[src/rtl/lsu_pkg.sv]
// ============================================================================
// Module      : lsu_pkg
// Description : Shared types, funct3 encodings and byte-mask helper for the LSU.
// Revision    : 1.0 - initial release
// ============================================================================
`default_nettype none

package lsu_pkg;

  typedef enum logic [1:0] {
    S_IDLE       = 2'd0,
    S_LOAD_RSP   = 2'd1,
    S_STORE_WAIT = 2'd2,
    S_DONE       = 2'd3
  } state_t;

  localparam logic [2:0] F3_B  = 3'b000;
  localparam logic [2:0] F3_H  = 3'b001;
  localparam logic [2:0] F3_W  = 3'b010;
  localparam logic [2:0] F3_BU = 3'b100;
  localparam logic [2:0] F3_HU = 3'b101;

  // Byte-lane write mask for a store of the given size at the given offset.
  function automatic logic [3:0] lsu_mask(input logic [2:0] funct3, input logic [1:0] offset);
    logic [3:0] mask;
    case (funct3)
      F3_B, F3_BU: mask = 4'b0001 << offset;
      F3_H, F3_HU: mask = 4'b0011 << offset;
      default:     mask = 4'b1111;
    endcase
    return mask;
  endfunction

endpackage

`default_nettype wire

[src/rtl/lsu_load_align.sv]
// ============================================================================
// Module      : lsu_load_align
// Description : Combinational lane extraction and sign/zero extension of loads.
// Revision    : 1.0 - initial release
// ============================================================================
`default_nettype none

module lsu_load_align
  import lsu_pkg::*;
#(
  parameter int width_p = 32
) (
  input  logic [width_p-1:0] word_i,
  input  logic [1:0]         offset_i,
  input  logic [2:0]         funct3_i,
  output logic [width_p-1:0] data_o
);

  logic [width_p-1:0] w_shifted;

  // Bring the addressed lane down to bit 0; word loads are always offset 0.
  assign w_shifted = word_i >> {offset_i, 3'b000};

  always_comb begin
    data_o = w_shifted;
    case (funct3_i)
      F3_B:    data_o = {{(width_p-8){w_shifted[7]}}, w_shifted[7:0]};
      F3_BU:   data_o = {{(width_p-8){1'b0}}, w_shifted[7:0]};
      F3_H:    data_o = {{(width_p-16){w_shifted[15]}}, w_shifted[15:0]};
      F3_HU:   data_o = {{(width_p-16){1'b0}}, w_shifted[15:0]};
      default: data_o = w_shifted;
    endcase
  end

endmodule

`default_nettype wire

[src/rtl/load_store_unit.sv]
// ============================================================================
// Module      : load_store_unit
// Description : MEM-stage load/store front end for data_memory. Optional
//               performance counters are built when LSU_PERF_CNT_EN is defined.
// Revision    : 1.0 - initial release
// ============================================================================
`default_nettype none

module load_store_unit
  import lsu_pkg::*;
#(
  parameter int width_p = 32
) (
  input  logic               clk_i,
  input  logic               reset_i,
  input  logic               req_valid_i,
  output logic               req_ready_o,
  input  logic               req_store_i,
  input  logic [2:0]         req_funct3_i,
  input  logic [width_p-1:0] req_addr_i,
  input  logic [width_p-1:0] req_wdata_i,
  output logic               rsp_valid_o,
  output logic [width_p-1:0] rsp_data_o,
  output logic               rsp_error_o,
  output logic [width_p-1:0] mem_addr_o,
  output logic               mem_read_enable_o,
  output logic               mem_write_enable_o,
  output logic [width_p-1:0] mem_write_data_o,
  output logic [3:0]         mem_write_mask_o,
  input  logic [width_p-1:0] mem_read_data_i,
  input  logic               mem_busy_i,
  output logic [31:0]        load_count_o,
  output logic [31:0]        store_count_o,
  output logic [31:0]        stall_cycles_o
);

  state_t             r_state;
  state_t             w_next_state;
  logic [width_p-1:0] r_addr;
  logic [2:0]         r_funct3;
  logic [1:0]         r_offset;
  logic               r_error;

  logic               w_accept;
  logic               w_error;
  logic               w_full_word;
  logic [1:0]         w_offset;
  logic [width_p-1:0] w_load_data;

  assign w_offset    = req_addr_i[1:0];
  assign w_accept    = (r_state == S_IDLE) && req_valid_i && !reset_i;
  assign w_full_word = (req_funct3_i == F3_W);

  always_comb begin
    w_error = 1'b0;
    case (req_funct3_i)
      F3_B, F3_BU: w_error = 1'b0;
      F3_H, F3_HU: w_error = req_addr_i[0];
      F3_W:        w_error = (w_offset != 2'b00);
      default:     w_error = 1'b1;
    endcase
    // Only signed sizes exist for stores; the unsigned encodings are illegal.
    if (req_store_i && req_funct3_i[2]) begin
      w_error = 1'b1;
    end
  end

  // State register
  always_ff @(posedge clk_i or posedge reset_i) begin
    if (reset_i) begin
      r_state <= S_IDLE;
    end else begin
      r_state <= w_next_state;
    end
  end

  always_ff @(posedge clk_i or posedge reset_i) begin
    if (reset_i) begin
      r_addr   <= '0;
      r_funct3 <= 3'b000;
      r_offset <= 2'b00;
      r_error  <= 1'b0;
    end else if (w_accept) begin
      r_addr   <= req_addr_i;
      r_funct3 <= req_funct3_i;
      r_offset <= w_offset;
      r_error  <= w_error;
    end
  end

  // Next-state logic
  always_comb begin
    w_next_state = r_state;
    case (r_state)
      S_IDLE: begin
        if (w_accept) begin
          if (w_error) begin
            w_next_state = S_DONE;
          end else if (!req_store_i) begin
            w_next_state = S_LOAD_RSP;
          end else if (w_full_word) begin
            w_next_state = S_DONE;
          end else begin
            w_next_state = S_STORE_WAIT;
          end
        end
      end
      S_LOAD_RSP:   w_next_state = S_IDLE;
      S_STORE_WAIT: if (!mem_busy_i) w_next_state = S_IDLE;
      S_DONE:       w_next_state = S_IDLE;
      default:      w_next_state = S_IDLE;
    endcase
  end

  lsu_load_align #(
    .width_p (width_p)
  ) u_load_align (
    .word_i   (mem_read_data_i),
    .offset_i (r_offset),
    .funct3_i (r_funct3),
    .data_o   (w_load_data)
  );

  // Output logic
  always_comb begin
    req_ready_o        = 1'b0;
    rsp_valid_o        = 1'b0;
    rsp_data_o         = '0;
    rsp_error_o        = 1'b0;
    mem_read_enable_o  = 1'b0;
    mem_write_enable_o = 1'b0;
    mem_write_data_o   = '0;
    mem_write_mask_o   = 4'b0000;
    mem_addr_o         = r_addr;
    case (r_state)
      S_IDLE: begin
        req_ready_o = 1'b1;
        mem_addr_o  = reset_i ? '0 : req_addr_i;
        if (w_accept && !w_error) begin
          if (req_store_i) begin
            mem_write_enable_o = 1'b1;
            mem_write_mask_o   = lsu_mask(req_funct3_i, w_offset);
            mem_write_data_o   = req_wdata_i << {w_offset, 3'b000};
          end else begin
            mem_read_enable_o = 1'b1;
          end
        end
      end
      S_LOAD_RSP: begin
        rsp_valid_o = 1'b1;
        rsp_data_o  = w_load_data;
      end
      S_STORE_WAIT: begin
        // data_memory drops busy in its write-back cycle, using our held address.
        rsp_valid_o = !mem_busy_i;
      end
      S_DONE: begin
        rsp_valid_o = 1'b1;
        rsp_error_o = r_error;
      end
      default: begin
        rsp_valid_o = 1'b0;
      end
    endcase
  end

`ifdef LSU_PERF_CNT_EN
  logic [31:0] r_load_count;
  logic [31:0] r_store_count;
  logic [31:0] r_stall_cycles;

  always_ff @(posedge clk_i or posedge reset_i) begin
    if (reset_i) begin
      r_load_count   <= 32'd0;
      r_store_count  <= 32'd0;
      r_stall_cycles <= 32'd0;
    end else begin
      if (w_accept && !w_error && !req_store_i) begin
        r_load_count <= r_load_count + 32'd1;
      end
      if (w_accept && !w_error && req_store_i) begin
        r_store_count <= r_store_count + 32'd1;
      end
      if (req_valid_i && !req_ready_o) begin
        r_stall_cycles <= r_stall_cycles + 32'd1;
      end
    end
  end

  assign load_count_o   = r_load_count;
  assign store_count_o  = r_store_count;
  assign stall_cycles_o = r_stall_cycles;
`else
  assign load_count_o   = 32'd0;
  assign store_count_o  = 32'd0;
  assign stall_cycles_o = 32'd0;
`endif

endmodule

`default_nettype wire
[config.mk]
export PLATFORM = sky130hd
export DESIGN_NAME = load_store_unit
export DESIGN_NICKNAME = d
export VERILOG_FILES = /design/src/rtl/lsu_pkg.sv /design/src/rtl/lsu_load_align.sv /design/src/rtl/load_store_unit.sv
export SDC_FILE = /design/constraint.sdc
export NUM_CORES = 1
export LEC_CHECK = 0
export BUFFER_PORTS_ARGS = -buffer_cell sky130_fd_sc_hd__buf_4
export CORE_AREA = 3 3 118 120
export CTS_CLUSTER_DIAMETER = 120
export CTS_CLUSTER_SIZE = 24
export DETAILED_ROUTE_END_ITERATION = 7
export DIE_AREA = 0 0 121 123
export HOLD_SLACK_MARGIN = 0.15
export PLACE_DENSITY = 0.65
export REMOVE_ABC_BUFFERS = 1
export SLEW_MARGIN = 20
export SYNTH_ARGS = -nofsm -noshare
export SYNTH_HDL_FRONTEND = slang
export SYNTH_HIERARCHICAL = 1
export SYNTH_SLANG_ARGS = --single-unit
[constraint.sdc]
create_clock -name clk_i -period 3 [get_ports clk_i]
set_clock_uncertainty 0.05 [all_clocks]
set_input_delay 0.45 -clock clk_i [delete_from_list [all_inputs] [get_ports clk_i]]
set_output_delay 0.45 -clock clk_i [all_outputs]
set_load 0.01 [all_outputs]
# --- Word level (Yosys, flattened, before mapping) ---
# Cells that the tools add are included.
word_totals:
  register_bits: 40
  word_cells: 64
classes:
  n_mux: 28
  n_eq_ne: 12
  shifts: 4
  n_reduce_logical: 15
op_table:
  columns: ["op", "n"]
  rows:
  - ["two-way mux 32 bit", 6]
  - ["one-hot mux 32 bit (4 select lines)", 1]
  - ["left shift 32 x 5 -> 32 bit", 1]
  - [">> shifter 32 x 5 -> 32 bit", 1]
  - ["== test 3 bit (second input constant)", 4]
  - ["two-way mux 4 bit", 3]
  - ["two-way mux 1 bit", 10]
  - ["two-way mux 2 bit", 4]
  - ["one-hot mux 4 bit (2 select lines)", 1]
  - ["== test 3 x 1 -> 1 bit (second input constant)", 2]
  - ["logical NOT 3 bit", 2]
  - ["one-hot mux 2 bit (3 select lines)", 1]
  - ["OR reduction 2 bit", 3]
  - ["== test 2 bit (second input constant)", 2]
  - ["logical AND 1 bit", 4]
  - ["inequality test 2 bit (second input constant)", 2]
  - ["left shift 1 x 2 -> 4 bit (first input constant)", 1]
  - ["left shift 2 x 2 -> 4 bit (first input constant)", 1]
  - ["== test 3 x 2 -> 1 bit (second input constant)", 1]
  - ["logical NOT 1 bit", 3]
  - ["one-hot mux 1 bit (3 select lines)", 1]
  - ["== test 2 x 1 -> 1 bit (second input constant)", 1]
  - ["logical NOT 2 bit", 1]
  - ["one-hot mux 1 bit (2 select lines)", 1]
  - ["other kinds (2)", 2]

# --- Depth between registers and ports, before layout ---
logic_depth:
  word_depth: 8
  mapped_depth: 7
  depth_no_buf: 5

# --- Cells and area by module ---
# Netlist, hierarchy kept.
modules_own_cells:
  columns: ["module", "instances", "area_per_inst_um2", "seq_area_each_um2", "cells_each"]
  rows:
  - ["load_store_unit", 1, 3583.4, 950.9, 505]
  - ["lsu_load_align", 1, 694.4, 0.0, 107]

# --- Worst setup path before layout ---
# OpenSTA, ideal clock, no wires.
synth_timing:
  path_kind: "input -> output"
  start: "in reset_i"
  end: "out mem_addr_o[21]"
  path_buffers: 1
  setup_slack_ps: 198
  cell_stages: 4
  t_arrival_ps: 2302
  path_cell_list: "inv_1 -> clkbuf_1 -> nand2_1 -> o21ai_0"
synth_via:
  elab_chain_cells: 2
synth_rtl:
  columns: ["item", "line_no", "text"]
  rows:
  - ["from (decl)", "load_store_unit.sv:15", "input logic reset_i,"]
  - ["two-way mux 32 bit", "load_store_unit.sv:138", "mem_addr_o = reset_i ? '0 : req_addr_i;"]
  - ["two-way mux 32 bit", "load_store_unit.sv:135", "case (r_state)"]
  - ["to (decl)", "load_store_unit.sv:25", "output logic [width_p-1:0] mem_addr_o,"]
# No other way between the ends.

# --- Worst setup path after layout ---
layout_timing:
  start: "in reset_i"
  end: "out mem_write_data_o[7]"
layout_via:
  elab_chain_cells: 5
layout_rtl:
  columns: ["item", "line_no", "text"]
  rows:
  - ["logical NOT 1 bit (no line)", null, null]
  - ["logical AND 1 bit", "load_store_unit.sv:51", "assign w_accept = (r_state == S_IDLE) && req_valid_i && !reset_i;"]
  - ["logical AND 1 bit", "load_store_unit.sv:139", "if (w_accept && !w_error) begin"]
  - ["two-way mux 32 bit", "load_store_unit.sv:139", null]
  - ["two-way mux 32 bit", "load_store_unit.sv:135", null]
  - ["to (decl)", "load_store_unit.sv:28", "output logic [width_p-1:0] mem_write_data_o,"]
# No other way between the ends.

==> metrics.md <==
| Metric | Value |
|---|---|
| Met1 Routed Length | approximately 5900 um |
| Largest net degree at the start of global routing | 66 |
| Max clock buf depth | 2 |
| Die Ht | around 120 um |
| Final hold violations | 0 |
| Crit. Startpoint | reset_i |
| Cell variety after synth | 37 |
| Most frequent cells in the layout | buf_4 (222), nand2_1 (183), conb_1 (96), o21ai_0 (41), dfrtp_1 (38) |
| CP arrival | between 2000 and 2500 ps |
| Tot GR Track Use | between 10% and 20% |
| Vias per inst | around 4.4 |
| Global route total overflow | 0 |
| Metal2 WL | 6810 um |
| Slowest CP cell | dlygate4sd3_1 |
| Highest metal used | met4 |
| Core area | approximately 0.013 mm^2 |
| Fmax | between 300 and 400 MHz |
| Pwr Density | between 400 and 500 mW/mm^2 |
| Share of cells above drive strength 1 | a little under a third |
| Worst Path Buf+Inv | 5 |
| Sequential fraction of the synthesis area | 22.2% |
| DR vias | roughly 4.3k |
| Clock-pin slew on the worst setup and hold paths | 60 ps |
| Initial drt markers | 277 |
| Synth Register Bits | 38 |
| Residual DRC count | 0 |
| Setup TNS | 0 ps |
| Cells after synthesis | 612 |
| Crit-path leading delay family | buffers and inverters |
| CP Data Required Time | between 2000 and 3000 ps |
| Crit share post-route | between 90% and 100% |
| TritonCTS clock tree | done |
| CP Launch Type | primary input |
| Global-route wire length before repair | 20000 um |
| Layout area overhead | 35.2% |
| DP Area | approximately 0.0056 mm^2 |
| Vias in the first global route | 3815 |
| Final instance area | around 0.0058 mm^2 |
| Reg-to-Reg Start | r_state[0] |
| Worst skew pair latency | between 200 and 300 ps |
| Routability cong. | just over 0.8 |
| DRT Pass-1 Iters | 5 |
| Least-Margin Pin Slew | between 1000 and 1500 ps |
| Filler instances | approximately 1.4k |
| CTS Buf Count | 5 |
| Tot Pwr | around 2.4 mW |
| Routed wire length | approximately 13000 um |
| Site row count | 42 |
| Sink Count | 38 |
| Synth Cell Area | 0.00428 mm^2 |
| Status | completed |
| Die area | about 0.015 mm^2 |
| H-tree lvl count | 2 |
| Slew Limit Fails | 0 |
| Hold WC Path Type | primary input to register |
| Setup CP Type | primary input to output pin |
| Crit path top cell by count | buf_4 |
| Routed met3 length | between 700 and 800 um |
| Pleak | ~3.1 nW |
| Final ANT Viol Nets | 0 |
| Avg Inst Size Synth | between 6 and 7 um^2 |
| Commonest non-fill, non-tap cell in the layout | buf_4 |
| Inserted Diodes | 0 |
| Max cap viols | 0 |
| Initial antenna violation count | 0 |
| Root buffer cell | clkbuf_16 |
| Die width | approximately 120 um |
| Crit path capture type | output pin |
| Crit-path max FO | 9 |
| Layout net count | between 900 and 1k |
| Port Buffer Count | 208 |
| Worst rel slew slack | around a third |
| Origin of the worst min-delay path | req_addr_i[17] |
| Worst IR drop on VDD | around 260 uV |
| Cell Chain, Critical Path | dlygate4sd3_1 -> buf_4 -> nor4b_4 -> o211ai_1 -> buf_4 -> clkinvlp_4 -> and3_1 -> buf_4 |
| Minimum clock period | around 2900 ps |
| Core Util, Final | 44.2% |
| Synth warn | 6 |
| RSZ-0062 raised after global routing | false |
| Dpl hpwl | 10700 um |
| Initial core utilization | between 30% and 40% |
| Io pins | approximately 310 |
| Setup-failing EPs final | 0 |
| Max incr delay on CP | 550 ps |
| Number of post-CTS setup repair buffers | 0 |
| WL/cell | between 10 and 15 um |
cells by family after synthesis:
logic type / count (synthesis) / synth area share, %
other: 1 / 0.0877
flip-flops: 38 / 22.2
AO/OA/AOI/OAI: 105 / 16.0
multiplexers: 36 / 8.42
buffers and inverters: 146 / 22.1
AND/OR/NAND/NOR: 286 / 31.2
through the flow:
step                      std cells  setup WS (ps)  hold WS [ps]
after floorplan                 568           -612           391
after global placement          967            543           360
after detailed placement        967            509           363
after CTS                       976           85.0           315
after global routing            976           40.8           329
final                           976            148           321
repair_timing:
action                     4_1_cts  5_1_grt
hold buffers                     1        0
gates resized for setup          0        1
setup endpoints to repair        0        8
hold endpoints to repair         7        0
metal layers:
layer	vias up	GRT usage, %
met5	-	0
met4	0	2.48
met3	4	1.92
met2	141	28.3
met1	1994	22.3
li1	2186	-
tightest hold or removal path: cells and delay by family:
family	cells	cell delay, ps
buf+inv	1	80
simple gates	2	80
power by group:
part           internal (mW)  switching [mW]
Clock                  0.329           0.190
Sequential             0.625          0.0840
Combinational          0.508           0.641
Total                   1.46           0.914
final timing paths:
path,to,slack [ps],cells past startpoint
setup / recovery,mem_write_data_o[7],150,8
setup reg to reg,r_addr[24],1120,4
min in group asynchronous,r_addr[1],660,3
hold / removal,r_addr[17],320,3
max in group asynchronous,r_addr[19],1690,4
hold reg to reg,r_addr[25],420,2
cell type report:
class | instances | area, um^2 | area share [%]
Clock buffer | 7 | 143 | 2.47
Clock inverter | 1 | 5.00 | 0.0865
Inverter | 7 | 30.0 | 0.519
Multi-Input combinational cell | 523 | 2740 | 47.4
Sequential cell | 38 | 951 | 16.4
Tap cell | 176 | 220 | 3.81
Timing Repair Buffer | 224 | 1700 | 29.3
state kept, by name, indices dropped and copies added, names as in the netlist:
name and count:
r_funct3 3, r_addr 32, r_error 1, r_state 2
synth_stat cells:
cell type  count  area, um^2
a211oi_1      30         225
a21boi_2       1        11.3
a21o_1         2        15.0
a21oi_1       12        60.1
a221oi_1       1        8.76
a2bb2oi_1      8        70.1
a311oi_2       1        15.0
a31oi_1        1        6.26
and2_1        32         200
and3_1         9        56.3
buf_1          2        7.51
buf_2          7        35.0
buf_4         97         728
buf_6          3        33.8
clkbuf_1      30         113
conb_1         1        3.75
dfrtp_1       38         951
inv_1          7        26.3
mux2i_1       36         360
nand2_1      183         687
nand2b_2       1        8.76
nand2b_4       1        13.8
nand3b_1       1        7.51
nor2_1        28         105
nor2b_1       18         113
nor3_2         9        90.1
nor4_2         1        12.5
nor4b_4        1        23.8
o211ai_1       1        7.51
o211ai_2       1        12.5
o21ai_0       41         205
o21ai_2        2        17.5
o21bai_1       2        15.0
o2bb2ai_1      1        8.76
o31ai_1        1        7.51
or2_2          1        6.26
or4b_1         1        10.0
(Power assumes the default switching activity.)
